### config.mk
export PLATFORM = sky130hd
export DESIGN_NAME = dual_issue_scheduler
export DESIGN_NICKNAME = d
export VERILOG_FILES = /design/src/rtl/dual_issue_scheduler.sv
export SDC_FILE = /design/constraint.sdc
export NUM_CORES = 1
export LEC_CHECK = 0
export ABC_AREA = 1
export ABC_CLOCK_PERIOD_IN_PS = 2700
export CAP_MARGIN = 20
export CORE_AREA = 3 3 120 122
export CTS_BUF_LIST = sky130_fd_sc_hd__clkbuf_2
export CTS_CLUSTER_DIAMETER = 30
export DETAILED_ROUTE_END_ITERATION = 16
export DIE_AREA = 0 0 123 125
export PLACE_DENSITY = 0.58
export SYNTH_ARGS = -nofsm -noshare
export SYNTH_HDL_FRONTEND = slang
export SYNTH_SLANG_ARGS = --single-unit
### constraint.sdc
create_clock -name clk -period 2.7 [get_ports clk]
set_clock_uncertainty 0.15 [all_clocks]
set_input_delay 0.54 -clock clk [delete_from_list [all_inputs] [get_ports clk]]
set_output_delay 0.54 -clock clk [all_outputs]
set_load 0.02 [all_outputs]
### src/rtl/dual_issue_scheduler.sv
// Decode-stage issue controller for the dual-issue core: decides per cycle
// whether the decoded pair issues together, splits over two cycles, or holds.
module dual_issue_scheduler #(
  parameter int CNT_W = 16,
  parameter int REG_W = 5
) (
  input  logic             clk,
  input  logic             reset,
  input  logic             id_valid,
  input  logic [REG_W-1:0] rs1_D,
  input  logic [REG_W-1:0] rt1_D,
  input  logic [REG_W-1:0] dst1_D,
  input  logic [REG_W-1:0] rs2_D,
  input  logic [REG_W-1:0] rt2_D,
  input  logic [REG_W-1:0] dst2_D,
  input  logic             regwrite1_D,
  input  logic             mem1_D,
  input  logic             branch1_D,
  input  logic             regwrite2_D,
  input  logic             mem2_D,
  input  logic             branch2_D,
  input  logic             memread1_EX,
  input  logic             memread2_EX,
  input  logic [REG_W-1:0] dst1_EX,
  input  logic [REG_W-1:0] dst2_EX,
  input  logic             mispredict_EX,
  output logic             flush_D_1,
  output logic             flush_D_2,
  output logic             stall_F,
  output logic             split_o,
  output logic [CNT_W-1:0] dual_cnt,
  output logic [CNT_W-1:0] single_cnt,
  output logic [CNT_W-1:0] stall_cnt
);

  typedef enum logic {
    PAIR  = 1'b0,
    SPLIT = 1'b1
  } state_t;

  state_t state, state_nxt;

  logic raw, waw, conflict;
  logic hit_ex1_i1, hit_ex1_i2, hit_ex2_i1, hit_ex2_i2;
  logic lu;
  logic inc_dual, inc_single, inc_stall;

  // Register 0 is hardwired, so a zero destination never forms a dependency.
  function automatic logic src_match(input logic [REG_W-1:0] d,
                                     input logic [REG_W-1:0] a,
                                     input logic [REG_W-1:0] b);
    return (d != '0) && ((d == a) || (d == b));
  endfunction

  always_comb begin
    raw        = regwrite1_D && src_match(dst1_D, rs2_D, rt2_D);
    waw        = regwrite1_D && regwrite2_D && (dst1_D != '0) && (dst1_D == dst2_D);
    conflict   = raw || waw || (mem1_D && mem2_D) || (branch1_D && branch2_D);

    hit_ex1_i1 = memread1_EX && src_match(dst1_EX, rs1_D, rt1_D);
    hit_ex1_i2 = memread1_EX && src_match(dst1_EX, rs2_D, rt2_D);
    hit_ex2_i1 = memread2_EX && src_match(dst2_EX, rs1_D, rt1_D);
    hit_ex2_i2 = memread2_EX && src_match(dst2_EX, rs2_D, rt2_D);

    // In SPLIT inst1 already left, so only inst2's sources matter.
    if (state == PAIR)
      lu = hit_ex1_i1 || hit_ex1_i2 || hit_ex2_i1 || hit_ex2_i2;
    else
      lu = hit_ex1_i2 || hit_ex2_i2;
  end

  always_ff @(posedge clk or negedge reset) begin
    if (!reset) state <= PAIR;
    else        state <= state_nxt;
  end

  always_comb begin
    flush_D_1  = 1'b1;
    flush_D_2  = 1'b1;
    stall_F    = 1'b0;
    state_nxt  = state;
    inc_dual   = 1'b0;
    inc_single = 1'b0;
    inc_stall  = 1'b0;
    if (!reset) begin
      state_nxt = PAIR;
    end else if (mispredict_EX) begin
      state_nxt = PAIR;
    end else if (!id_valid) begin
      state_nxt = state;
    end else if (lu) begin
      stall_F   = 1'b1;
      inc_stall = 1'b1;
    end else if (state == PAIR) begin
      if (conflict) begin
        flush_D_1  = 1'b0;
        stall_F    = 1'b1;
        state_nxt  = SPLIT;
        inc_single = 1'b1;
      end else begin
        flush_D_1 = 1'b0;
        flush_D_2 = 1'b0;
        inc_dual  = 1'b1;
      end
    end else begin
      flush_D_2  = 1'b0;
      state_nxt  = PAIR;
      inc_single = 1'b1;
    end
  end

  assign split_o = (state == SPLIT);

  always_ff @(posedge clk or negedge reset) begin
    if (!reset) begin
      dual_cnt   <= '0;
      single_cnt <= '0;
      stall_cnt  <= '0;
    end else begin
      if (inc_dual && (dual_cnt != '1))     dual_cnt   <= dual_cnt + CNT_W'(1);
      if (inc_single && (single_cnt != '1)) single_cnt <= single_cnt + CNT_W'(1);
      if (inc_stall && (stall_cnt != '1))   stall_cnt  <= stall_cnt + CNT_W'(1);
    end
  end

endmodule

==> results_dict.tcl, run 1 <==
set metrics [dict create \
    syn-instance-count 600 \
    drv_slew 0 \
    grt.total_usage_pct 16.1 \
    powerDensity_nw_per_um2 360 \
    syn_to_final_growth_pct 37.5 \
    grt_overflow_total 0 \
    die_h_um 125 \
    gp_congestion 0.912 \
    hpwlAfterDp_um 9890 \
    cts_buffer_depth 2 \
    final_util_pct 41.2 \
    p_comb_share_pct 34.0 \
    viasPerCell 4.68 \
    coreArea_sq_um 13300 \
    crit_required_ns 2.01 \
    vdd_ir_drop_max_mv 0.309 \
    fin_crit_sh_pct 96.6 \
    p_int_w 0.00125 \
    drive_above_1_share_pct 13.3 \
    ys_seq_area_share_pct 30.7 \
    final_net_count 796 \
    synth-seq-cells 49 \
    dpl-instance-area_sq_um 5450 \
    seq_power_share_pct 44.2 \
    dr_total_vias 4298 \
    outcome "finished, final reports clean" \
    cts_root_buf "clkbuf_2" \
    io_pins 104 \
    cts_htree_levels 2 \
    cts_tree "built" \
    netlist_area_sq_um 3990 \
    clock-sinks 49 \
    rsz0062_at_grt "no" \
    tns_ns 0 \
    hold_path_class "input pin to asynchronous set/reset pin" \
    end_kind "output port" \
    synth-warning-count 0 \
    p_leak_nw 2.74 \
    hold_violations 0 \
    reg2reg_from "single_cnt[0]" \
    nFillCells 1418 \
    grt_pass1_wl_um 20500 \
    pre_cts_ws_ns -0.797 \
    critPathArrivalTime_ns 1.92 \
    avgRoutedWirePerCell_um 13.6 \
    finalInstanceArea_sq_um 5480 \
    setup_viol 0 \
    rows 42 \
    initial_core_util_pct 30.0 \
    r2r_setup_slack_ns 0.49 \
    die_width_um 123 \
    crit_path_end "stall_F" \
    die_area_sq_um 15400 \
    startpoint_type "input pin" \
    finalWirelength_um 12500 \
    cp_max_fo 4 \
    syn_avg_cell_area_sq_um 6.65 \
    maxSlewHeadroom_pct 56.6 \
    finalCriticalPeriod_ns 2.61 \
    synth.net_count 655 \
    maxCapViolations 0 \
    holdBufCountCts 0 \
    p_sw_w 0.000726 \
    drc 0 \
    portBuffers 103 \
    tightest_slew_ns 0.650 \
    dr.pass1.iters 4 \
    diodes 0 \
    crit_type "input pin to output port" \
    hold_ws_ns 0.0211 \
    clk_latency_ns 0.50 \
    r2r_end "single_cnt[8]" \
    grt_pass1_vias 4132 \
    p_sw_share_pct 36.8 \
    synth.distinct_cells 30 \
    antenna_found_initial 0 \
    clkPwrFrac_pct 21.8 \
    grt_max_degree 51 \
    startpoint "rs2_D[0]" \
    ant_nets 0 \
    dr.first_iter.drc_count 282 \
    numCtsBuffers 5 \
    reg2reg_depth 9 \
    fmax_mhz 383 \
    fin_ws_ns 0.0912 \
    clk_pin_slew_ns 0.31 \
]
critical path, stage by stage:
cell and delay (ns):
clkdlybuf4s15_1 0.34, inv_1 0.07, nand2_1 0.06, nand2_1 0.08
nor2_1 0.12, nand3_1 0.07, nand2_1 0.07, inv_1 0.04
nand2_1 0.05, nand2_1 0.08, nand2_4 0.10, inv_4 0.03
a21oi_2 0.12, buf_6 0.14
cells in the mapped netlist:
library cell / number / area [sq um]
or2_0: 1 / 6.26
nand2_2: 1 / 6.26
inv_2: 12 / 45.0
ha_1: 3 / 37.5
inv_1: 60 / 225
nand3_4: 1 / 17.5
nor4_1: 3 / 18.8
xnor2_1: 25 / 219
clkinv_1: 1 / 3.75
dfrtp_1: 49 / 1230
buf_6: 7 / 78.8
xor2_1: 38 / 333
o21ai_0: 6 / 30.0
clkbuf_1: 2 / 7.51
nor3b_1: 1 / 7.51
nor2_1: 45 / 169
nand2_4: 2 / 22.5
nand3_2: 2 / 20.0
nand3_1: 52 / 260
o31ai_1: 1 / 7.51
o21ai_1: 1 / 5.00
a21oi_1: 2 / 10.0
nor2_8: 1 / 20.0
nand4_1: 41 / 257
a22o_1: 1 / 8.76
inv_4: 1 / 6.26
nand2_1: 218 / 818
nor2_4: 1 / 11.3
nor3_1: 17 / 85.1
buf_2: 5 / 25.0
worst min path at each step:
stage / slack (ns) / end / cells after the start / startpoint
after global placement: 0.35 / single_cnt[13] / 2 / single_cnt[13]
after detailed placement: 0.36 / single_cnt[13] / 2 / single_cnt[13]
after global routing: 0.06 / stall_cnt[14] / 2 / reset
after CTS: 0.02 / stall_cnt[9] / 2 / reset
final: 0.02 / stall_cnt[9] / 2 / reset
after floorplan: 0.09 / dual_cnt[0] / 0 / reset
metal layers:
| layer | wire length, um | vias to the layer above | track usage [%] | share of wire, % |
|---|---|---|---|---|
| met5 | 0 | - | 0 | 0 |
| met4 | 184 | 0 | 4.04 | 1.5 |
| met3 | 442 | 12 | 2.26 | 3.5 |
| met2 | 6110 | 90 | 26.9 | 49 |
| met1 | 5730 | 2006 | 22.0 | 46 |
| li1 | - | 2190 | - | - |
layout make-up:
class | count | area, sq um | share of cell area (%)
multi-input combinational | 463 | 2390 | 43.7
timing repair buffer | 148 | 1290 | 23.6
clock buffer | 5 | 25.0 | 0.456
tap | 176 | 220 | 4.02
clock inverter | 3 | 46.3 | 0.844
sequential | 49 | 1230 | 22.4
inverter | 74 | 280 | 5.11
registers in the layout, indices dropped and copies added, names as in the netlist:
signal / count
single_cnt: 16
dual_cnt: 16
split_o: 1
stall_cnt: 16
timing repair:
action                     CTS  global route
setup endpoints to repair    3             3
resized for setup           52            36
pin swaps                    3            10
setup buffers                0             1
power groups by stage:
stage / registers [W] / clock network [W] / logic [W]
after floorplan: 0.000935 / 0 / 0.000281
after global placement: 0.000882 / 0 / 0.000678
after detailed placement: 0.000884 / 0 / 0.000690
after CTS: 0.000873 / 0.000447 / 0.000676
after global routing: 0.000885 / 0.000470 / 0.000740
final: 0.000873 / 0.000431 / 0.000673
logic make-up (layout without fill, tap and decap cells):
kind of cell	Yosys count	count (layout)	share of synthesized area, %
xor+xnor	63	63	13.8
fa+ha+maj	3	3	0.941
simple gates	386	386	43.1
buf+inv	88	230	9.82
compound gates	11	11	1.54
flops	49	49	30.8
through the flow:
stage / power, W / cells
final: 0.00198 / 918
after global routing: 0.00210 / 918
after CTS: 0.00200 / 917
after detailed placement: 0.00157 / 909
after global placement: 0.00156 / 909
after floorplan: 0.00122 / 600
cells in the final DEF, fill, tap and decap left out, types with 2 or more instances in the layout:
cell             count
buf_2                3
buf_4               45
clkbuf_2            14
clkdlybuf4s15_1      4
clkdlybuf4s50_1     62
dfrtp_1             49
dlygate4sd2_1       21
dlymetal6s2s_1       3
ha_1                 3
inv_1               56
inv_2               16
nand2_1            215
nand2_2              4
nand2_4              2
nand3_1             51
nand3_2              3
nand4_1             41
nor2_1              42
nor2_2               3
nor3_1              17
nor4_1               3
o21ai_0              3
o21ai_1              4
xnor2_1             25
xor2_1              38
No activity file was read; power rests on OpenSTA's default activity.
==> run 2, diff against run 1 <==
CTS_BUF_LIST = default   (was sky130_fd_sc_hd__clkbuf_2)
==> run 2 against run 1 <==
Worst setup slack improved by 0.0036 ns. Critical endpoint unchanged. Global-route usage rose by 0.25 points. Maximum frequency rose by 0.14%. Largest power group unchanged. Non-clock buffer count did not move. Wire length rose by 0.73%.
==> results_dict.tcl, run 2 (same netlist as run 1, synthesis figures left out) <==
set metrics [dict create \
    cts_tree "built" \
    drc 0 \
    pre_cts_ws_ns -0.797 \
    initial_core_util_pct 30.0 \
    clock-sinks 49 \
    io_pins 104 \
    crit_path_end "stall_F" \
    grt_overflow_total 0 \
    maxSlewHeadroom_pct 56.5 \
    end_kind "output port" \
    grt_pass1_wl_um 20700 \
    crit_path_top_delay_cell "clkdlybuf4s15_1" \
    final_util_pct 42.0 \
    ant_nets 0 \
    die_width_um 123 \
    hold_violations 0 \
    layout_common_cells "215 x nand2_1, 62 x clkdlybuf4s50_1, 56 x inv_1" \
    crit_path_cell_trace "clkdlybuf4s15_1, inv_1, nand2_1, nand2_1, nor2_1, nand3_1, nand2_1, inv_1, nand2_1, nand2_1, nand2_4, inv_4, a21oi_2, buf_6" \
    tns_ns 0 \
    clk_pin_slew_ns 0.07 \
    die_h_um 125 \
    critPathArrivalTime_ns 1.92 \
    vdd_ir_drop_max_mv 0.330 \
    fmax_mhz 384 \
    p_sw_share_pct 33.1 \
    setup_viol 0 \
    cts_root_buf "clkbuf_16" \
    cp_max_fo 4 \
    nFillCells 1400 \
    rsz0062_at_grt "no" \
    crit_family "simple AND/OR/NAND/NOR gates" \
    layout_commonest_cell "nand2_1" \
    r2r_setup_slack_ns 0.48 \
    dr.pass1.iters 4 \
    reg_top3 "dual_cnt x16, single_cnt x16, stall_cnt x16" \
    cts_buffer_depth 2 \
    drv_slew 0 \
    dp.cells 909 \
    p_leak_nw 2.78 \
    p_int_w 0.00153 \
    rows 42 \
    reg2reg_from "single_cnt[0]" \
    numCtsBuffers 5 \
    dr.first_iter.drc_count 334 \
    clk_latency_ns 0.30 \
    grt_max_degree 51 \
    reg2reg_depth 9 \
    grt_pass1_vias 4146 \
    seq_power_share_pct 38.1 \
    p_comb_share_pct 29.4 \
    drive_above_1_share_pct 13.3 \
    maxCapViolations 0 \
    cts_htree_levels 2 \
    startpoint "rs2_D[0]" \
    p_sw_w 0.000757 \
    finalNonFillerCells 918 \
    crit_path_max_incr_delay_ns 0.33 \
    final_net_count 796 \
    finalInstanceArea_sq_um 5580 \
    gp_congestion 0.912 \
    hold_path_class "input pin to asynchronous set/reset pin" \
    r2r_end "single_cnt[8]" \
    dr_total_vias 4309 \
    outcome "finished, final reports clean" \
    grt.total_usage_pct 16.4 \
    crit_required_ns 2.01 \
    hpwlAfterDp_um 9890 \
    startpoint_type "input pin" \
    dpl-instance-area_sq_um 5450 \
    fin_crit_sh_pct 96.5 \
    holdBufCountCts 0 \
    viasPerCell 4.69 \
    avgRoutedWirePerCell_um 13.7 \
    path_buf_inv 5 \
    tightest_slew_ns 0.652 \
    clkPwrFrac_pct 32.5 \
    coreArea_sq_um 13300 \
    die_area_sq_um 15400 \
    finalCriticalPeriod_ns 2.61 \
    fin_ws_ns 0.0948 \
    finalWirelength_um 12600 \
    crit_top_cell "nand2_1" \
    diodes 0 \
    portBuffers 103 \
    antenna_found_initial 0 \
    syn_to_final_growth_pct 40.0 \
    cp_num_cells 14 \
    crit_type "input pin to output port" \
    powerDensity_nw_per_um2 410 \
]
## run 2: worst min-delay path by stage
| stage | endpoint | startpoint | cells after the start |
|---|---|---|---|
| global route | stall_cnt[14] | reset | 2 |
| floorplan | dual_cnt[0] | reset | 0 |
| detailed placement | single_cnt[13] | single_cnt[13] | 2 |
| CTS | stall_cnt[9] | reset | 2 |
| finish | single_cnt[10] | reset | 2 |
| global placement | single_cnt[13] | single_cnt[13] | 2 |
## run 2: routing by layer
metal / track usage [%] / vias up / part of all wire [%] / wire [um]
met4: 3.58 / 0 / 0.99 / 124
met5: 0 / - / 0 / 0
met3: 2.26 / 8 / 2.8 / 351
met1: 22.4 / 2021 / 46 / 5780
li1: - / 2197 / - / -
met2: 27.6 / 83 / 50 / 6310
## run 2: layout make-up
cell class	count	area, sq um	share of cell area, %
multi-input combinational	463	2390	42.9
timing repair buffer	148	1290	23.1
sequential	49	1230	22.0
inverter	74	280	5.02
tap	176	220	3.94
clock buffer	5	125	2.24
clock inverter	3	46.3	0.829
## run 2: repair_timing
action | CTS | global route
pin swaps | 3 | 10
endpoints found under the setup margin | 3 | 3
endpoints found under the hold margin | 0 | 0
setup buffers | 0 | 1
resized for setup | 52 | 36
cloned | 0 | 0
## run 2: metrics by stage
stage | total power [W] | hold WS, ns
detailed placement | 0.00157 | 0.361
global route | 0.00241 | 0.349
global placement | 0.00156 | 0.348
CTS | 0.00231 | 0.308
finish | 0.00229 | 0.276
floorplan | 0.00122 | 0.0944
## run 2: power by group through the flow
stage	registers, W	logic, W	clock network (W)
finish	0.000871	0.000673	0.000744
CTS	0.000871	0.000676	0.000761
global route	0.000883	0.000740	0.000791
floorplan	0.000935	0.000281	0
global placement	0.000882	0.000678	0
detailed placement	0.000884	0.000690	0
